==> src/rtl/data_mem_responder_if.sv <==
`default_nettype none
// ============================================================================
// Module      : data_mem_responder_if
// Description : Request/response bundle between a processor (master) and the
//               data memory responder (slave).
//               Request channel : req_valid/req_ready handshake carrying
//                                 req_we, req_addr (byte address), req_wdata.
//               Response channel: rsp_valid/rsp_ready handshake carrying
//                                 rsp_rdata and rsp_err.
// Revision    : 1.0 - initial release
// ============================================================================
interface data_mem_responder_if;
    logic        req_valid;
    logic        req_ready;
    logic        req_we;
    logic [31:0] req_addr;
    logic [31:0] req_wdata;
    logic        rsp_valid;
    logic        rsp_ready;
    logic [31:0] rsp_rdata;
    logic        rsp_err;

    modport master (
        output req_valid, req_we, req_addr, req_wdata, rsp_ready,
        input  req_ready, rsp_valid, rsp_rdata, rsp_err
    );

    modport slave (
        input  req_valid, req_we, req_addr, req_wdata, rsp_ready,
        output req_ready, rsp_valid, rsp_rdata, rsp_err
    );
endinterface
`default_nettype wire

==> src/rtl/data_mem_responder.sv <==
`default_nettype none
// ============================================================================
// Module      : data_mem_responder
// Description : Single-port word memory answering one load/store request at a
//               time after a fixed number of wait states.
// Ports       : clk    - clock, all state changes on the rising edge
//               reset  - synchronous, active-high reset
//               bus    - slave side of data_mem_responder_if
//                        (request and response handshakes)
// Parameters  : DEPTH       - number of 32-bit words (power of two, 2..1024)
//               WAIT_CYCLES - wait states between acceptance and response
//                             (0..15)
// Revision    : 1.0 - initial release
// ============================================================================
module data_mem_responder #(
    parameter int DEPTH       = 64,
    parameter int WAIT_CYCLES = 2
) (
    input  wire logic          clk,
    input  wire logic          reset,
    data_mem_responder_if.slave bus
);

    localparam int         AW          = $clog2(DEPTH);
    localparam logic [3:0] C_WAIT_LOAD = 4'(WAIT_CYCLES);

    typedef enum logic [1:0] {
        S_IDLE = 2'd0,
        S_WAIT = 2'd1,
        S_RESP = 2'd2
    } state_t;

    state_t          state_q, state_d;
    logic [3:0]      cnt_q, cnt_d;
    logic            we_q, we_d;
    logic [AW-1:0]   idx_q, idx_d;
    logic [31:0]     wdata_q, wdata_d;
    logic            err_q, err_d;
    logic [31:0]     rdata_q, rdata_d;
    logic            rsp_err_q, rsp_err_d;

    logic [31:0]     mem [DEPTH];

    logic            req_fire;
    logic            req_err;
    logic            enter_resp;
    logic            acc_we;
    logic [AW-1:0]   acc_idx;
    logic [31:0]     acc_wdata;
    logic            acc_err;
    logic            mem_wr;

    assign req_fire = bus.req_valid && (state_q == S_IDLE);

    // Misaligned byte address, or any address bit above the word index set.
    assign req_err  = (bus.req_addr[1:0] != 2'b00) ||
                      (bus.req_addr[31:AW+2] != '0);

    // With zero wait states RESP is entered on the acceptance edge itself, so
    // the memory access must use the live request rather than the latches.
    assign acc_we    = (state_q == S_IDLE) ? bus.req_we             : we_q;
    assign acc_idx   = (state_q == S_IDLE) ? bus.req_addr[AW+1:2]   : idx_q;
    assign acc_wdata = (state_q == S_IDLE) ? bus.req_wdata          : wdata_q;
    assign acc_err   = (state_q == S_IDLE) ? req_err                : err_q;

    always_comb begin
        state_d    = state_q;
        cnt_d      = cnt_q;
        we_d       = we_q;
        idx_d      = idx_q;
        wdata_d    = wdata_q;
        err_d      = err_q;
        rdata_d    = rdata_q;
        rsp_err_d  = rsp_err_q;
        enter_resp = 1'b0;

        case (state_q)
            S_IDLE: begin
                if (req_fire) begin
                    we_d    = bus.req_we;
                    idx_d   = bus.req_addr[AW+1:2];
                    wdata_d = bus.req_wdata;
                    err_d   = req_err;
                    if (C_WAIT_LOAD == 4'd0) begin
                        state_d    = S_RESP;
                        enter_resp = 1'b1;
                    end else begin
                        state_d = S_WAIT;
                        cnt_d   = C_WAIT_LOAD;
                    end
                end
            end
            S_WAIT: begin
                cnt_d = cnt_q - 4'd1;
                if (cnt_q == 4'd1) begin
                    state_d    = S_RESP;
                    enter_resp = 1'b1;
                end
            end
            S_RESP: begin
                if (bus.rsp_ready) begin
                    state_d = S_IDLE;
                end
            end
            default: begin
                state_d = S_IDLE;
            end
        endcase

        // Response payload is fixed on the edge entering RESP and then held.
        if (enter_resp) begin
            rsp_err_d = acc_err;
            rdata_d   = (acc_err || acc_we) ? 32'd0 : mem[acc_idx];
        end
    end

    assign mem_wr = enter_resp && acc_we && !acc_err;

    always_ff @(posedge clk) begin
        if (reset) begin
            state_q   <= S_IDLE;
            cnt_q     <= 4'd0;
            we_q      <= 1'b0;
            idx_q     <= '0;
            wdata_q   <= 32'd0;
            err_q     <= 1'b0;
            rdata_q   <= 32'd0;
            rsp_err_q <= 1'b0;
        end else begin
            state_q   <= state_d;
            cnt_q     <= cnt_d;
            we_q      <= we_d;
            idx_q     <= idx_d;
            wdata_q   <= wdata_d;
            err_q     <= err_d;
            rdata_q   <= rdata_d;
            rsp_err_q <= rsp_err_d;
        end
    end

    // Storage is never cleared; reset only blocks a write that would land on
    // the same edge, which abandons a store caught in flight.
    always_ff @(posedge clk) begin
        if (mem_wr && !reset) begin
            mem[acc_idx] <= acc_wdata;
        end
    end

    assign bus.req_ready = (state_q == S_IDLE);
    assign bus.rsp_valid = (state_q == S_RESP);
    assign bus.rsp_rdata = rdata_q;
    assign bus.rsp_err   = rsp_err_q;

endmodule
`default_nettype wire

==> src/flat_wrapper.sv <==
// flat-port wrapper written by rule: the top's interface ports become plain ports
module data_mem_responder_flat 
#(
    parameter int DEPTH       = 64,
    parameter int WAIT_CYCLES = 2
)
  (clk, reset, bus_req_valid, bus_req_we, bus_req_addr, bus_req_wdata, bus_rsp_ready, bus_req_ready, bus_rsp_valid, bus_rsp_rdata, bus_rsp_err);
  data_mem_responder_if bus_i ();
  input  wire logic clk;
  input  wire logic reset;
  input wire logic [$bits(bus_i.req_valid)-1:0] bus_req_valid;
  input wire logic [$bits(bus_i.req_we)-1:0] bus_req_we;
  input wire logic [$bits(bus_i.req_addr)-1:0] bus_req_addr;
  input wire logic [$bits(bus_i.req_wdata)-1:0] bus_req_wdata;
  input wire logic [$bits(bus_i.rsp_ready)-1:0] bus_rsp_ready;
  output wire logic [$bits(bus_i.req_ready)-1:0] bus_req_ready;
  output wire logic [$bits(bus_i.rsp_valid)-1:0] bus_rsp_valid;
  output wire logic [$bits(bus_i.rsp_rdata)-1:0] bus_rsp_rdata;
  output wire logic [$bits(bus_i.rsp_err)-1:0] bus_rsp_err;
  assign bus_i.req_valid = bus_req_valid;
  assign bus_i.req_we = bus_req_we;
  assign bus_i.req_addr = bus_req_addr;
  assign bus_i.req_wdata = bus_req_wdata;
  assign bus_i.rsp_ready = bus_rsp_ready;
  assign bus_req_ready = bus_i.req_ready;
  assign bus_rsp_valid = bus_i.rsp_valid;
  assign bus_rsp_rdata = bus_i.rsp_rdata;
  assign bus_rsp_err = bus_i.rsp_err;
  data_mem_responder #(.DEPTH(DEPTH), .WAIT_CYCLES(WAIT_CYCLES)) u_core (.clk(clk), .reset(reset), .bus(bus_i));
endmodule
==> config.mk <==
export PLATFORM = sky130hd
export DESIGN_NAME = data_mem_responder_flat
export DESIGN_NICKNAME = d
export VERILOG_FILES = /design/src/rtl/data_mem_responder_if.sv /design/src/rtl/data_mem_responder.sv /design/src/flat_wrapper.sv
export SDC_FILE = /design/constraint.sdc
export NUM_CORES = 2
export LEC_CHECK = 0
export CELL_PAD_IN_SITES_DETAIL_PLACEMENT = 0
export CELL_PAD_IN_SITES_GLOBAL_PLACEMENT = 2
export CORE_UTILIZATION = 45
export CTS_CLUSTER_SIZE = 10
export DETAILED_ROUTE_END_ITERATION = 6
export PLACE_DENSITY_LB_ADDON = 0.1
export REMOVE_ABC_BUFFERS = 1
export SLEW_MARGIN = 30
export SYNTH_ARGS = -nofsm -noshare
export SYNTH_HDL_FRONTEND = slang
export SYNTH_SLANG_ARGS = --single-unit
export TNS_END_PERCENT = 1
==> constraint.sdc <==
create_clock -name clk -period 11.3 [get_ports clk]
set_input_delay 1.695 -clock clk [delete_from_list [all_inputs] [get_ports clk]]
set_output_delay 1.695 -clock clk [all_outputs]
set_load 0.1 [all_outputs]
==> results.toml <==
[critical_path]
crit_path_end_kind = "output port"
startpoint_type = "register"
criticalPathCategory = "reg2out"
cp.arrival_ns = 3.89
crit_required_ns = 9.61
path_max_fanout = 38

[synthesis]
synth_ff_type = "edfxtp_1"
syn_avg_cell_area_um2 = 15.0
synth_edf_count = 2048
yosysWarnings = 0
netlist_instances = 5286
ys_async_sr_fraction_pct = 0
netlist_area_um2 = 79200
yosysSeqAreaShare_pct = 79.6
ys_ff_latch = 2127
ys_types = 59

[detailed_routing]
drt-pass1-iter-count = 7
vias_per_cell = 6.39
drc = 1
routed_wl_um = 290000
drtAntennaViolNets = 0
detail_route.wl_per_cell_um = 36.3
num_vias = 51000
drtIter0Drc = 7579

[floorplanning]
dieArea_um2 = 178000
die_w_um = 422
ios = 104
initial_core_util_pct = 45.4
design.core.area_um2 = 174000
dieHeight_um = 422
num_rows = 153

[pwr]
pwr-share-comb_pct = 8.8
ir_drop_v = 0.000139
swShare_pct = 24.8
internal-power_mw = 13.0
clkPwrFrac_pct = 40.2
powerDensity_nw_per_um2 = 190
seq_power_share_pct = 51.0
power.switching_mw = 4.29
cellLeakagePower_nw = 28.9
fin_total_pwr_mw = 17.3

[sta]
tightest_slew_ns = 1.11
maxSlewHeadroom_pct = 25.8
whs_ns = 0.454
timing.fmax_mhz = 179
setup_viol = 0
slew_viol_final = 0
hold_viol = 0
period_minus_slack_ns = 5.59
rsz0062_at_grt = "no"
finalCritPeriodShare_pct = 49.5
setup_ws_ns = 5.71
fin_worst_skew_ns = 0.0523

[grt]
first_global_vias = 48100
gr-usage-all-layers_pct = 32.3
grt_first_pass_wirelength_um = 398000
grt_max_degree = 93
globalRoute.totalOverflow = 0
antenna_found_initial = 18

[clock_tree]
cts_buffer_depth = 3
clock_latency_ns = 0.90
cts_tree = "done"
cts.hold.buffers_added = 0
cts_resized = 0
cts.htree.levels = 4
post_cts_buffers = 0
cts.sinks = 2127
clkTransAtPathRegs_ns = 0.06
numCtsBuffers = 233
cts-root-buf = "clkbuf_16"

[flow_run]
maxCapViolations = 0

[placed_design]
place_ws_ns = 5.13
place.gp.congestion = 0.847
dp.cells = 7563
dp_hpwl_um = 162000
port_buffers = 103

[finish]
flow.area_growth_from_synthesis_pct = 14.9
final_cells = 7982
finalNetCount = 5546
drive_gt1_share_pct = 10.5

[run_status]
violations = "design-rule violations"
outcome = "finished, violations left"

[min_path]
hold_class = "reg2reg"
-- worst max-delay path, stage by stage, from the launching register on --
cell,delay (ns)
dfxtp_1,0.43
or2_4,0.49
inv_4,0.41
buf_4,0.45
clkdlybuf4s50_1,1.22
-- power by group through the flow --
| stage | Combinational, mW | Clock (mW) | Sequential, mW |
|---|---|---|---|
| CTS | 1.49 | 7.00 | 8.81 |
| global placement | 1.48 | 0 | 8.98 |
| finish | 1.52 | 6.93 | 8.81 |
| detailed placement | 1.49 | 0 | 8.98 |
| floorplan | 0.724 | 0 | 8.99 |
| global route | 1.57 | 7.29 | 8.81 |
-- cell usage in the layout (no fill, tap or decap), types with 9 or more instances in the layout --
cell type        netlist  layout
edfxtp_1            2048    2048
nand2_1              936     899
o22ai_1              531     530
clkbuf_16              0     233
nand3_1              214     210
a21oi_1              210     205
nor2_1               249     184
a31oi_1              186     184
buf_4                  7     165
clkbuf_1             114     163
nor3_1               133     131
clkdlybuf4s50_1        0     101
dfxtp_1               79      79
nor4_1                81      76
nor2_4                 0      65
mux2i_1               53      51
a32o_1                44      44
nand2_4                0      26
a22o_1                25      25
o21ai_0               25      25
and3_1                23      23
a22oi_1               19      16
nand2_2                0      11
mux2_2                13      11
buf_12                 0      11
or4_1                  9       9
-- metal layers --
metal	global-route usage [%]	part of all wire (%)	vias to the layer above
met5	0	0.023	-
met4	8.30	2.5	8
met3	5.63	9.6	396
met2	50.7	46	2901
met1	46.7	41	26800
li1	-	-	20900
-- stage by stage --
stage / utilization, % / area, µm² / TNS, ns
2_1_floorplan: - / 77700 / -16.83
3_3_place_gp: 48.2 / 84000 / 0
3_5_place_dp: 48.3 / 84200 / 0
4_1_cts: 52.1 / 90900 / 0
5_1_grt: 52.2 / 91000 / 0
6_report: 52.2 / 91000 / 0
-- area by class of cell --
type / count / area, µm²
clock inverters: 17 / 298
inverters: 4 / 17.5
clock buffers: 398 / 6470
well taps: 2325 / 2910
fillers: 14500 / 83400
diodes: 2 / 5.00
flip-flops and latches: 2127 / 63100
repair buffers: 284 / 2620
multi-input cells: 2825 / 15600
-- path summary, 6_finish.rpt --
path / startpoint / to / slack (ns) / cells past startpoint
min reg2reg: u_core.bus.rsp_err / u_core.bus.rsp_err / 0.45 / 2
max reg2reg: u_core.state_q[0] / u_core.mem[36][9] / 6.07 / 8
max: u_core.state_q[0] / bus_req_ready / 5.71 / 4
min: u_core.bus.rsp_err / u_core.bus.rsp_err / 0.45 / 2
-- registers in the layout (all words and copies together), names as in the netlist --
| register | flops |
|---|---|
| u_core.mem | 2048 |
| u_core.we_q | 1 |
| u_core.bus.rsp_rdata | 32 |
| u_core.state_q | 2 |
| u_core.idx_q | 6 |
| u_core.err_q | 1 |
| u_core.bus.rsp_err | 1 |
| u_core.cnt_q | 4 |
| u_core.wdata_q | 32 |
-- cell families (layout without fill, tap and decap cells) --
family | after synthesis | count (layout) | synth area share, %
compound gates | 1081 | 1081 | 8.62
fa+ha+maj | 2 | 2 | 0.0316
buf+inv | 334 | 703 | 1.89
flops | 2127 | 2127 | 79.6
mux | 67 | 67 | 0.873
other cells | 0 | 2 | 0
simple gates | 1675 | 1675 | 8.97
-- Yosys cell counts (7+ instances only) --
master / count / share of area (%)
mux2_2: 13 / 0.18
a22oi_1: 19 / 0.18
and3_1: 23 / 0.18
buf_2: 157 / 0.99
buf_1: 50 / 0.24
or4_1: 9 / 0.085
nor4_1: 81 / 0.64
edfxtp_1: 2048 / 78
nand2_1: 936 / 4.4
a22o_1: 25 / 0.28
a21oi_1: 210 / 1.3
dfxtp_1: 79 / 2.0
mux2i_1: 53 / 0.67
buf_4: 7 / 0.066
a31oi_1: 186 / 1.5
nand3_1: 214 / 1.4
o21ai_0: 25 / 0.16
a32o_1: 44 / 0.56
o22ai_1: 531 / 4.2
nor2_1: 249 / 1.2
clkbuf_1: 114 / 0.54
nor3_1: 133 / 0.84
Note: power is estimated with default switching activity, not from simulation.
